--- src/rtl/hazard_unit.sv ---
// Pipeline hazard controller: load-use interlock, memory-wait stall with watchdog,
// branch-redirect flushes, and saturating stall/flush statistics.
package hazard_unit_pkg;
  typedef enum logic [1:0] {
    WB_ALU = 2'd0,
    WB_MEM = 2'd1,
    WB_PC  = 2'd2,
    WB_IMM = 2'd3
  } writebackType_;
endpackage

module hazard_unit
  import hazard_unit_pkg::*;
(
  input  logic          clock,
  input  logic          reset,
  input  logic          decodeValid,
  input  logic [4:0]    decodeRegister1,
  input  logic [4:0]    decodeRegister2,
  input  logic          decodeUses1,
  input  logic          decodeUses2,
  input  logic          decodeExecuteValid,
  input  logic [4:0]    decodeExecuteDestinationRegister,
  input  writebackType_ decodeExecuteWritebackType,
  input  logic          branchRedirect,
  input  logic          memoryRequest,
  input  logic          memoryReady,
  output logic          fetchStall,
  output logic          decodeStall,
  output logic          executeStall,
  output logic          executeBubble,
  output logic          flushFetchDecode,
  output logic          flushDecodeExecute,
  output logic          memoryWritebackBubble,
  output logic          memoryTimeout,
  output logic [31:0]   stallCycles,
  output logic [31:0]   flushCount
);

  typedef enum logic {
    RUN      = 1'b0,
    MEM_WAIT = 1'b1
  } state_t;

  state_t      state_reg, state_next;
  logic [7:0]  wait_counter_reg, wait_counter_next;
  logic        timeout_reg, timeout_next;
  logic [31:0] stall_cycles_reg, stall_cycles_next;
  logic [31:0] flush_count_reg, flush_count_next;

  logic load_use;
  logic mem_wait;
  logic rs1_hit;
  logic rs2_hit;

  assign rs1_hit  = decodeUses1 && (decodeRegister1 == decodeExecuteDestinationRegister);
  assign rs2_hit  = decodeUses2 && (decodeRegister2 == decodeExecuteDestinationRegister);
  // x0 is hardwired to zero, so a load targeting it never produces a real dependency.
  assign load_use = decodeValid && decodeExecuteValid &&
                    (decodeExecuteWritebackType == WB_MEM) &&
                    (decodeExecuteDestinationRegister != 5'd0) &&
                    (rs1_hit || rs2_hit);

  assign mem_wait = ((state_reg == RUN) && memoryRequest && !memoryReady) ||
                    ((state_reg == MEM_WAIT) && !memoryReady);

  always_comb begin
    state_next = state_reg;
    case (state_reg)
      RUN:      if (memoryRequest && !memoryReady) state_next = MEM_WAIT;
      MEM_WAIT: if (memoryReady) state_next = RUN;
      default:  state_next = RUN;
    endcase
  end

  // A redirect seen while waiting is simply masked; it takes effect on the ready
  // cycle only if execute is still presenting it then.
  always_comb begin
    fetchStall            = 1'b0;
    decodeStall           = 1'b0;
    executeStall          = 1'b0;
    executeBubble         = 1'b0;
    flushFetchDecode      = 1'b0;
    flushDecodeExecute    = 1'b0;
    memoryWritebackBubble = 1'b0;
    if (mem_wait) begin
      fetchStall            = 1'b1;
      decodeStall           = 1'b1;
      executeStall          = 1'b1;
      memoryWritebackBubble = 1'b1;
    end else if (branchRedirect) begin
      flushFetchDecode   = 1'b1;
      flushDecodeExecute = 1'b1;
    end else if (load_use) begin
      fetchStall    = 1'b1;
      decodeStall   = 1'b1;
      executeBubble = 1'b1;
    end
  end

  always_comb begin
    wait_counter_next = 8'd0;
    if (state_reg == MEM_WAIT)
      wait_counter_next = (wait_counter_reg == 8'hFF) ? 8'hFF : wait_counter_reg + 8'd1;
    // Sets on the edge where the counter reaches 255 with the access still pending.
    timeout_next = timeout_reg ||
                   ((state_reg == MEM_WAIT) && !memoryReady && (wait_counter_reg >= 8'd254));
    stall_cycles_next = stall_cycles_reg;
    if (fetchStall && (stall_cycles_reg != 32'hFFFF_FFFF))
      stall_cycles_next = stall_cycles_reg + 32'd1;
    flush_count_next = flush_count_reg;
    if (flushFetchDecode && (flush_count_reg != 32'hFFFF_FFFF))
      flush_count_next = flush_count_reg + 32'd1;
  end

  always_ff @(posedge clock) begin
    if (reset) begin
      state_reg        <= RUN;
      wait_counter_reg <= 8'd0;
      timeout_reg      <= 1'b0;
      stall_cycles_reg <= 32'd0;
      flush_count_reg  <= 32'd0;
    end else begin
      state_reg        <= state_next;
      wait_counter_reg <= wait_counter_next;
      timeout_reg      <= timeout_next;
      stall_cycles_reg <= stall_cycles_next;
      flush_count_reg  <= flush_count_next;
    end
  end

  assign memoryTimeout = timeout_reg;
  assign stallCycles   = stall_cycles_reg;
  assign flushCount    = flush_count_reg;

endmodule

--- config.mk ---
export PLATFORM = sky130hd
export DESIGN_NAME = hazard_unit
export DESIGN_NICKNAME = d
export VERILOG_FILES = /design/src/rtl/hazard_unit.sv
export SDC_FILE = /design/constraint.sdc
export NUM_CORES = 1
export LEC_CHECK = 0
export ABC_AREA = 0
export CORE_UTILIZATION = 53
export CTS_CLUSTER_DIAMETER = 150
export DETAILED_ROUTE_END_ITERATION = 8
export GPL_TIMING_DRIVEN = 0
export PLACE_DENSITY = 0.91
export SLEW_MARGIN = 5
export SYNTH_ARGS = -nofsm -noshare
export SYNTH_HDL_FRONTEND = slang
export SYNTH_SLANG_ARGS = --single-unit
--- constraint.sdc ---
create_clock -name clock -period 4.55 [get_ports clock]
set_input_delay 0.91 -clock clock [delete_from_list [all_inputs] [get_ports clock]]
set_output_delay 0.91 -clock clock [all_outputs]
set_load 0.05 [all_outputs]
==> results by group <==
Logic synthesis
  – Largest family of logic cells by synthesized area: simple AND/OR/NAND/NOR gates
  – Synth Area in Adders: 0.0134
  – Simple-Gate Fraction of Synth Area: 0.317
  – XOR/XNOR share of the synthesized area: 0.0982
  – Post-synth EDFFs: 0
  – Seq/Total Area, Yosys: 0.396
  – Mapped Area: 3740 sq um
  – Flops & latches, synth: 74
  – Syn Inst Count: 444
  – Ys async rst share: 0
  – Compound-Gate Fraction of Synth Area: 0.122
  – Synth area leader: dfxtp_1
  – Synthesis Warnings: 0
  – Main synth FF type: dfxtp_1
  – Portion of netlist area occupied by mux cells: 0.0174
  – Yosys top cell area share: 0.396
  – Post-synth net total: 474
  – Yosys cell types: 48
  – Avg Cell Area, Syn: 8.43 sq um
  – Area contributors post-synth: dfxtp_1, xor2_1, nor2_1

Timing
  – RSZ-0062 raised after global routing: false
  – Max-Slew Margin vs Limit: 0.475
  – Worst Hold Margin: 0.502 ns
  – Max Fclk: 231 MHz
  – Endpoints failing setup: 0
  – Worst-Margin Slew: 0.781 ns
  – Setup Skew: 0.0123 ns
  – Final Hold Fails: 0
  – Slew Viols, Final: 0
  – Tcrit/Tclk final: 0.950
  – TNS Setup: 0 ns
  – Minimum clock period: 4.32 ns

Clock tree
  – Clock transition at path regs: 0.07 ns
  – Root Driver: clkbuf_8
  – Clock Sinks: 74
  – Number of hold buffers added after CTS: 0
  – Cts bufs inserted: 9
  – Clk_lat worst skew: 0.36 ns
  – Clock Tree Buf Depth: 2
  – Setup Buffers After CTS: 0
  – H-Tree Depth: 3
  – # resized after CTS: 0
  – CTS tree: done

Floorplanning
  – IO Pins: 98
  – Starting Density: 0.551
  – Rows: 30
  – Core Footprint: 6790 sq um
  – Die H: 86.1 um
  – Die ar.: 7410 sq um
  – Die Span X: 86.1 um

Drt
  – Vias: 3854
  – First DRT Iteration DRCs: 211
  – Routed WL: 10100 um
  – Max layer used: met4
  – DR vias/cell: 5.90
  – Met3 routed WL: 691 um
  – DRT antenna net count: 0
  – # DRC: 0
  – Drt first pass iters: 5
  – Wirelength per Cell: 15.5 um
  – DRT met1 WL: 4060 um
  – Met2 WL: 5180 um

Run
  – Max cap viols: 0

Power and ir drop
  – P per Cell Area: 256 nW/um^2
  – VDD IR max: 0.000191 V
  – Leakage: 1.68 nW

Layout
  – Layout overhead on the synthesized area: 34.5%
  – Antenna cells: 0
  – Final net count: 582
  – Share of cells above drive strength 1: 0.0718

Global routing
  – Largest net degree at the start of global routing: 12
  – Grt ovf: 0
  – Vias in the first global route: 3688
  – Total GRT Usage: 0.285
  – First-pass GRT wire length: 16600 um
  – Initial antenna violation count: 0

Place
  – HPWL reported at the end of detailed placement: 7420 um
  – I/O Buffers: 97
  – Routability cong.: 0.871

Setup path
  – Crit path required time: 3.64 ns
  – Critical Path End Type: primary output
  – Crit path launch type: input port
  – Crit Path Max Fanout: 10
  – Crit path DAT: 3.41 ns
  – Critical setup path kind: input port to primary output

Outcome
  – Status: complete, no violations

Worst hold path
  – HP Class: flip-flop to flip-flop
## area by class of cell
class / count / area, sq um
timing repair buffer: 97 / 973
multi-input combinational: 341 / 2120
inverter: 12 / 45.0
fill: 506 / 1760
clock buffer: 14 / 163
tap: 96 / 120
sequential: 74 / 1480
clock inverter: 2 / 35.0
buffer: 17 / 93.8
## cells in the mapped netlist, types with 3 or more instances
| cell type | number |
|---|---|
| dfxtp_1 | 74 |
| nor2_1 | 51 |
| a21oi_1 | 33 |
| nand2_1 | 28 |
| nand3_1 | 27 |
| nand4_1 | 27 |
| xor2_1 | 23 |
| xnor2_1 | 19 |
| o21ai_0 | 18 |
| or3_1 | 16 |
| inv_1 | 12 |
| nor3_1 | 12 |
| and3_1 | 9 |
| and4_1 | 8 |
| clkbuf_1 | 8 |
| o31ai_1 | 7 |
| or4_1 | 7 |
| buf_4 | 5 |
| nor4_1 | 5 |
| a211oi_1 | 4 |
| ha_1 | 4 |
| mux2_2 | 4 |
| nor2b_1 | 4 |
| a31oi_1 | 3 |
| buf_2 | 3 |
| nor4_2 | 3 |
| or2_2 | 3 |
## per-layer routing
metal / track usage / vias to the layer above
li1: - / 1831
met1: 0.328 / 1837
met2: 0.504 / 165
met3: 0.0529 / 21
met4: 0.142 / 0
met5: 0 / -
## worst paths after layout
kind	start	to	slack, ns	cells past startpoint
setup / recovery	decodeExecuteDestinationRegister[1]	decodeStall	0.23	8
hold / removal	memoryTimeout	memoryTimeout	0.50	2
setup reg to reg	stallCycles[2]	stallCycles[1]	2.23	8
hold reg to reg	memoryTimeout	memoryTimeout	0.50	2
## report_power, final
part	total (mW)	switching (mW)	leakage, nW	internal (mW)
registers	0.656	0.00524	0.596	0.650
logic	0.112	0.0650	0.979	0.0472
clock network	0.523	0.239	0.101	0.283
total	1.29	0.309	1.68	0.981
## critical path, stage by stage
cell,delay [ns]
clkdlybuf4s50_1,0.54
xnor2_1,0.14
nand4_1,0.18
o22a_1,0.27
o21a_1,0.17
buf_2,0.17
inv_1,0.18
clkdlybuf4s50_1,0.84
## stage by stage
stage / cells / area (sq um) / setup slack [ns] / total power [mW] / utilization
after detailed placement: 637 / 4840 / 0.154 / 0.781 / 0.712
after CTS: 653 / 5030 / 0.138 / 1.29 / 0.741
after floorplan: 444 / 3740 / 1.02 / 0.731 / -
after global routing: 653 / 5040 / 0.0920 / 1.33 / 0.741
after global placement: 637 / 4840 / 0.171 / 0.778 / 0.712
final: 653 / 5040 / 0.228 / 1.29 / 0.741
## cells in the final DEF, fill, tap and decap left out, types with 12 or more instances in the layout
cell and n:
inv_1 12, xor2_1 23, nor2_1 51, a21oi_1 33
dfxtp_1 74, nand2_1 28, nand3_1 27, xnor2_1 19
or3_1 16, o21ai_0 18, nand4_1 27, clkdlybuf4s50_1 96
nor3_1 12
## logic make-up after synthesis
kind of cell,count (synthesis)
buffers and inverters,29
adders and majority gates,4
xor gates and xnor gates,42
AOI/OAI and AO/OA,76
and+or+nand+nor,213
DFF,74
muxes,6
Power figures use the tool's default switching activity.
